$ cat config.mk
export PLATFORM = sky130hd
export DESIGN_NAME = video_out_write
export DESIGN_NICKNAME = d
export VERILOG_FILES = /design/src/rtl/video_pkg.sv /design/src/rtl/video_out_write.sv
export SDC_FILE = /design/constraint.sdc
export NUM_CORES = 1
export LEC_CHECK = 0
export CAP_MARGIN = 5
export CORE_UTILIZATION = 53
export DETAILED_ROUTE_END_ITERATION = 7
export PLACE_DENSITY = 0.89
export SYNTH_ARGS = -nofsm -noshare
export SYNTH_HDL_FRONTEND = slang
export SYNTH_SLANG_ARGS = --single-unit
$ cat constraint.sdc
create_clock -name clk -period 1.98 [get_ports clk]
set_input_delay 0.396 -clock clk [delete_from_list [all_inputs] [get_ports clk]]
set_output_delay 0.396 -clock clk [all_outputs]
set_load 0.005 [all_outputs]
$ cat src/rtl/video_pkg.sv
// Shared video constants and types for the video_in / video_out blocks.
// The output FSM state type and default frame geometry live here so both sides agree.
package video_pkg;

    localparam int DEFAULT_WIDTH  = 640;
    localparam int DEFAULT_HEIGHT = 480;

    // video_in side: packed pixel FIFO word layout, first pixel in the top byte
    localparam int VIN_PIX_W         = 8;
    localparam int VIN_PIX_PER_WORD  = 4;
    localparam int VIN_WORD_W        = VIN_PIX_W * VIN_PIX_PER_WORD;

    typedef enum logic [1:0] {
        IDLE   = 2'd0,
        VBLANK = 2'd1,
        ACTIVE = 2'd2,
        HBLANK = 2'd3
    } video_out_state_e;

    // Width of a counter that must hold 0..n-1, never narrower than one bit
    function automatic int cntWidth(input int n);
        return (n > 1) ? $clog2(n) : 1;
    endfunction

endpackage

$ cat src/rtl/video_out_write.sv
// Drains a show-ahead FIFO of packed 4-pixel words into a raster pixel stream
// with line/frame valids; the state and counters run one cycle ahead of the registered outputs.
module video_out_write
    import video_pkg::*;
#(
    parameter int WIDTH   = DEFAULT_WIDTH,
    parameter int HEIGHT  = DEFAULT_HEIGHT,
    parameter int H_BLANK = 160,
    parameter int V_BLANK = 1000
) (
    input  logic                  clk,
    input  logic                  RST,
    input  logic                  enable,
    input  logic                  fifo_empty,
    input  logic [VIN_WORD_W-1:0] fifo_dout,
    output logic                  fifo_rd,
    output logic                  line_valid,
    output logic                  frame_valid,
    output logic [VIN_PIX_W-1:0]  pixel_out,
    output logic                  frame_start,
    output logic                  underflow
);

    localparam int BLANK_MAX = (H_BLANK > V_BLANK) ? H_BLANK : V_BLANK;
    localparam int COL_W     = cntWidth(WIDTH);
    localparam int LINE_W    = cntWidth(HEIGHT);
    localparam int BLANK_W   = cntWidth(BLANK_MAX);

    video_out_state_e      state_q, state_d;
    logic [COL_W-1:0]      col_q, col_d;
    logic [LINE_W-1:0]     line_q, line_d;
    logic [BLANK_W-1:0]    blank_q, blank_d;
    logic [VIN_WORD_W-1:0] word_q, word_d;
    logic [VIN_PIX_W-1:0]  pixel_q, pixel_d;
    logic                  lineValid_q, lineValid_d;
    logic                  frameValid_q, frameValid_d;
    logic                  frameStart_q, frameStart_d;
    logic                  underflow_q, underflow_d;
    logic                  fetch;

    always_ff @(posedge clk) begin
        if (RST) begin
            state_q      <= IDLE;
            col_q        <= '0;
            line_q       <= '0;
            blank_q      <= '0;
            word_q       <= '0;
            pixel_q      <= '0;
            lineValid_q  <= 1'b0;
            frameValid_q <= 1'b0;
            frameStart_q <= 1'b0;
            underflow_q  <= 1'b0;
        end else begin
            state_q      <= state_d;
            col_q        <= col_d;
            line_q       <= line_d;
            blank_q      <= blank_d;
            word_q       <= word_d;
            pixel_q      <= pixel_d;
            lineValid_q  <= lineValid_d;
            frameValid_q <= frameValid_d;
            frameStart_q <= frameStart_d;
            underflow_q  <= underflow_d;
        end
    end

    // Raster sequencing: one pass through this block per pixel slot
    always_comb begin
        state_d = state_q;
        col_d   = col_q;
        line_d  = line_q;
        blank_d = blank_q;
        unique case (state_q)
            IDLE: begin
                col_d   = '0;
                line_d  = '0;
                blank_d = '0;
                if (enable) state_d = VBLANK;
            end
            VBLANK: begin
                if (blank_q == BLANK_W'(V_BLANK - 1)) begin
                    blank_d = '0;
                    col_d   = '0;
                    line_d  = '0;
                    state_d = ACTIVE;
                end else begin
                    blank_d = blank_q + BLANK_W'(1);
                end
            end
            ACTIVE: begin
                if (col_q == COL_W'(WIDTH - 1)) begin
                    col_d   = '0;
                    blank_d = '0;
                    if (line_q == LINE_W'(HEIGHT - 1)) begin
                        line_d  = '0;
                        state_d = enable ? VBLANK : IDLE;
                    end else begin
                        line_d  = line_q + LINE_W'(1);
                        state_d = HBLANK;
                    end
                end else begin
                    col_d = col_q + COL_W'(1);
                end
            end
            HBLANK: begin
                if (blank_q == BLANK_W'(H_BLANK - 1)) begin
                    blank_d = '0;
                    state_d = ACTIVE;
                end else begin
                    blank_d = blank_q + BLANK_W'(1);
                end
            end
            default: state_d = IDLE;
        endcase
    end

    // A word is fetched at every 4th column; an empty FIFO substitutes a zero word
    assign fetch   = (state_q == ACTIVE) && (col_q[1:0] == 2'b00);
    assign fifo_rd = fetch && !fifo_empty && !RST;

    always_comb begin
        word_d       = word_q;
        pixel_d      = '0;
        underflow_d  = underflow_q;
        lineValid_d  = (state_q == ACTIVE);
        frameValid_d = (state_q == ACTIVE) || (state_q == HBLANK);
        frameStart_d = (state_q == ACTIVE) && (col_q == '0) && (line_q == '0);
        if (fetch) begin
            if (fifo_empty) begin
                word_d      = '0;
                underflow_d = 1'b1;
            end else begin
                pixel_d = fifo_dout[VIN_WORD_W-1 -: VIN_PIX_W];
                word_d  = {fifo_dout[VIN_WORD_W-VIN_PIX_W-1:0], {VIN_PIX_W{1'b0}}};
            end
        end else if (state_q == ACTIVE) begin
            pixel_d = word_q[VIN_WORD_W-1 -: VIN_PIX_W];
            word_d  = {word_q[VIN_WORD_W-VIN_PIX_W-1:0], {VIN_PIX_W{1'b0}}};
        end
    end

    assign line_valid  = lineValid_q;
    assign frame_valid = frameValid_q;
    assign pixel_out   = pixel_q;
    assign frame_start = frameStart_q;
    assign underflow   = underflow_q;

endmodule

# Yosys cells after proc, flatten, opt, wreduce, memory -nomap -nowiden
# Index checks and enable logic that the tools add are counted.
# totals
register_bits	75
input_bits	36
wordCells	66
# classes
add_sub_neg	3
eq_ne	11
mux	24
n_reduce_logical	18
# op_table
op	n
$mux W32	3
$mux W10	5
$pmux W10 S4	1
$pmux W10 S3	1
$mux W9	3
$pmux W9 S3	1
$mux W8	3
$add A10 B1 Y10 const B	2
$eq A10 B10 Y1 const B	2
$eq A10 B8 Y1 const B	1
$logic_not A10 Y1	1
$mux W2	5
$add A9 B1 Y9 const B	1
$eq A9 B9 Y1 const B	1
$logic_not A9 Y1	1
$pmux W2 S4	1
$ne A2 B2 Y1 const B	3
$logic_and A1 B1 Y1	5
$eq A2 B2 Y1 const B	2
$logic_not A2 Y1	2
$reduce_and A2 Y1	2
$reduce_and A4 Y1	1
$reduce_and A3 Y1	1
$reduce_bool A3 Y1	1
other kinds (6)	7

# Depth between registers and ports, before layout
# depth
ltp_word	4
mapped_depth	7

# Worst setup path after synthesis
# OpenSTA, ideal clock, no wires.
# synth_timing
kind	input-to-output
start	input port RST
end	output port fifo_rd
arrival_ps	1504
setup_slack_ps	80
stages	5
path_buffers	3
cell_sequence	clkbuf_1 > or3b_1 > buf_2 > nor3_4 > buf_2
# synth_between
elab_chain_len	2
# synth_rtl
element	line_no	text
start: declaration	video_out_write.sv:12	input logic RST,
$logic_not A1 Y1	video_out_write.sv:119	assign fifo_rd = fetch && !fifo_empty && !RST;
$logic_and A1 B1 Y1	video_out_write.sv:119	
end: declaration	video_out_write.sv:16	output logic fifo_rd,
# Every way passes these cells.

# Final worst setup path
# Same ends and word-level chain as after synthesis.

==> impl_metrics.py <==
metrics = {
    "route": {
        "drc": 0,
        "drtIter0Drc": 334,
        "wl_per_cell_um": 17.49,
        "vias": 3008,
        "first_pass_iters": 5,
        "viasPerCell": 6.359,
        "routed_wl_um": 8273,
        "antenna_left": 0,
    },
    "finish": {
        "fin_util_pct": 71.10,
        "drive_gt1_share_pct": 13.72,
        "fin_nets": 437,
        "antennaDiodeCount": 0,
        "nFillCells": 393,
        "areaGrowthSynthToFinish_pct": 29.96,
    },
    "clock_network": {
        "numCtsBuffers": 9,
        "h-tree-depth": 3,
        "clock-root-buffer": "clkbuf_8",
        "cts_hold_buffers": 0,
        "path_clk_slew_ns": 0.08,
        "cts_tree": "yes",
        "clk_latency_ns": 0.36,
        "clock_path_buffers": 2,
        "cts_sinks": 67,
    },
    "synth": {
        "ys_warn_count": 0,
        "syn-num-nets": 373,
        "synth-seq-cells": 67,
        "syn_inst": 332,
        "syn_area_um2": 2994,
        "syn_area_per_cell_um2": 9.018,
        "yosysSeqAreaShare_pct": 44.80,
        "synth_flop_cell": "dfxtp_1",
        "synth_edf_count": 0,
        "synthTopCellsByArea": "dfxtp_1 (45%), a22o_1 (5.6%), a221oi_1 (4.4%), nor2_1 (4.1%), nor3_1 (2.7%)",
        "synth_cell_types": 52,
        "ys_async_sr_fraction_pct": 0,
        "ys_top_cells_by_count": "dfxtp_1 (67), nor2_1 (33), a22o_1 (19)",
        "synth_top_area_cell": "dfxtp_1",
        "synth_most_common_cell": "dfxtp_1",
        "yosysTopAreaCellShare_pct": 44.80,
    },
    "critical_path": {
        "start_kind": "primary input",
        "crit_family": "buffers and inverters",
        "max_stage_delay_ns": 0.41,
        "crit_slowest_cell": "clkdlybuf4s50_1",
        "cp-end-kind": "output port",
        "worstPathArrival_ns": 1.60,
        "crit_fanout": 2,
        "critical_path_buf_inv_count": 2,
        "crit_required_ns": 1.58,
        "crit_chain": "clkdlybuf4s50_1 -> or3b_4 -> nor3_4 -> clkdlybuf4s15_2",
        "path_class": "in -> out",
    },
    "placed_design": {
        "io_buffer_count": 48,
        "place_ws_ns": -0.3765,
        "routabilityCongestion": 0.8481,
        "post-dp-hpwl_um": 5370,
    },
    "sta": {
        "rsz0062_at_grt": "true",
        "finalSetupViolations": 1,
        "fmax_mhz": 500.6,
        "min_period_ns": 1.998,
        "finalCritPeriodShare_pct": 100.9,
        "drv_slew": 0,
        "skew_ns": 0.006997,
        "max_slew_margin_pct": 56.88,
        "fin_ws_ns": -0.01751,
        "tightest_slew_ns": 0.6462,
        "whs_ns": 0.4754,
        "hold_violations": 0,
    },
    "power_and_ir_drop": {
        "p_int_mw": 2.056,
        "p_leak_nw": 1.469,
        "p_sw_mw": 0.6460,
        "comb_power_share_pct": 5.8,
        "powerDensity_nw_per_um2": 694.5,
        "p_clk_share_pct": 44.2,
        "switching_share_pct": 23.90,
        "p_seq_share_pct": 50.0,
        "ir_drop_mv": 0.7172,
    },
    "run_status": {
        "violations": "negative setup slack",
        "status": "finished, violations left",
    },
    "global_route": {
        "antenna_found_initial": 0,
        "grt_pass1_vias": 2914,
        "grt_usage_pct": 29.45,
        "grt_pass1_wl_um": 13660,
        "grt_max_degree": 34,
        "gr-total-overflow": 0,
    },
    "floorplanning": {
        "start_util_pct": 54.71,
        "die_area_um2": 5954,
        "rows": 27,
        "die_h_um": 77.16,
        "io_pins": 49,
        "fp.coreArea_um2": 5473,
        "dieWidth_um": 77.16,
    },
    "run": {
        "cap_violations": 0,
    },
    "min_path": {
        "min_path_type": "reg -> reg",
    },
}
flip-flops by register name (all words and copies together) (netlist names):
name         cells
blank_q         10
col_q           10
frame_start      1
frame_valid      1
line_q           9
line_valid       1
pixel_out        8
state_q          2
underflow        1
word_q          24
repair_timing:
action,in CTS,in global routing
buffers inserted,0,2
hold endpoints to repair,0,0
resized for setup,5,5
pin swaps,0,1
endpoints found under the setup margin,7,16
per-layer routing:
| metal | track usage (%) | share of wire, % | routed length, um |
|---|---|---|---|
| met5 | 0 | 0 | 0 |
| met3 | 9.167 | 7.1 | 587 |
| met4 | 13.96 | 2.4 | 200 |
| met1 | 33.73 | 41 | 3357 |
| met2 | 49.56 | 50 | 4127 |
stage by stage:
stage / cell area, um2 / instances / power, mW / TNS (ns)
after floorplan: 2994 / 332 / 1.430 / 0
after global placement: 3662 / 455 / 1.529 / -1.699
after detailed placement: 3662 / 455 / 1.531 / -2.986
after CTS: 3870 / 471 / 2.685 / -0.02818
after global routing: 3891 / 473 / 2.774 / -0.08285
final: 3891 / 473 / 2.702 / -0.01751
power groups by stage:
stage | Combinational [mW] | Sequential, mW | Clock, mW
floorplan | 0.0448 | 1.38 | 0
global placement | 0.146 | 1.38 | 0
detailed placement | 0.148 | 1.38 | 0
CTS | 0.149 | 1.35 | 1.18
global route | 0.165 | 1.35 | 1.26
finish | 0.156 | 1.35 | 1.19
cell usage in the layout (no fill, tap or decap), types with 5 or more instances in the layout:
cell             synthesis  final
buf_4                    1     28
nor2_1                  33     32
and4_1                   6      6
clkbuf_8                 0     10
a221oi_1                15     15
clkdlybuf4s50_1          0     47
a31oi_1                 11     11
a21oi_1                  9      9
a22o_1                  19     19
inv_1                   10     10
nand2_1                 16     16
o21ai_0                 15     15
nor3_1                  16     16
nand2b_1                 5      5
nand3_1                 13     13
dfxtp_1                 67     66
nand4_1                  6      6
logic make-up after synthesis:
family	Yosys count	synth area share, %
adder cells (fa/ha/maj)	5	2.089
buffers and inverters	34	4.639
flip-flops	67	44.80
multiplexers	3	1.003
XOR/XNOR	5	1.463
AND/OR/NAND/NOR	119	21.10
AO/OA/AOI/OAI	99	24.91
cell type report:
class	instances	area (um2)	area share [%]
Timing Repair Buffer	76	691.9	17.78
Sequential cell	67	1343	34.50
Tap cell	72	90.09	2.315
Clock buffer	10	137.6	3.537
Clock inverter	6	63.81	1.640
Multi-Input combinational cell	231	1524	39.16
Inverter	11	41.29	1.061
worst paths after layout:
check	start	to	slack [ns]	cells past startpoint
worst max-delay path	RST	fifo_rd	-0.02	4
worst min-delay path	word_q[31]$_SDFFE_PP0P_	pixel_out[7]$_SDFF_PP0_	0.48	1
worst max register to register	blank_q[9]$_SDFFE_PP0P_	blank_q[5]$_SDFFE_PP0P_	0.12	4
worst min register to register	word_q[31]$_SDFFE_PP0P_	pixel_out[7]$_SDFF_PP0_	0.48	1
Note: power is estimated with default switching activity, not from simulation.
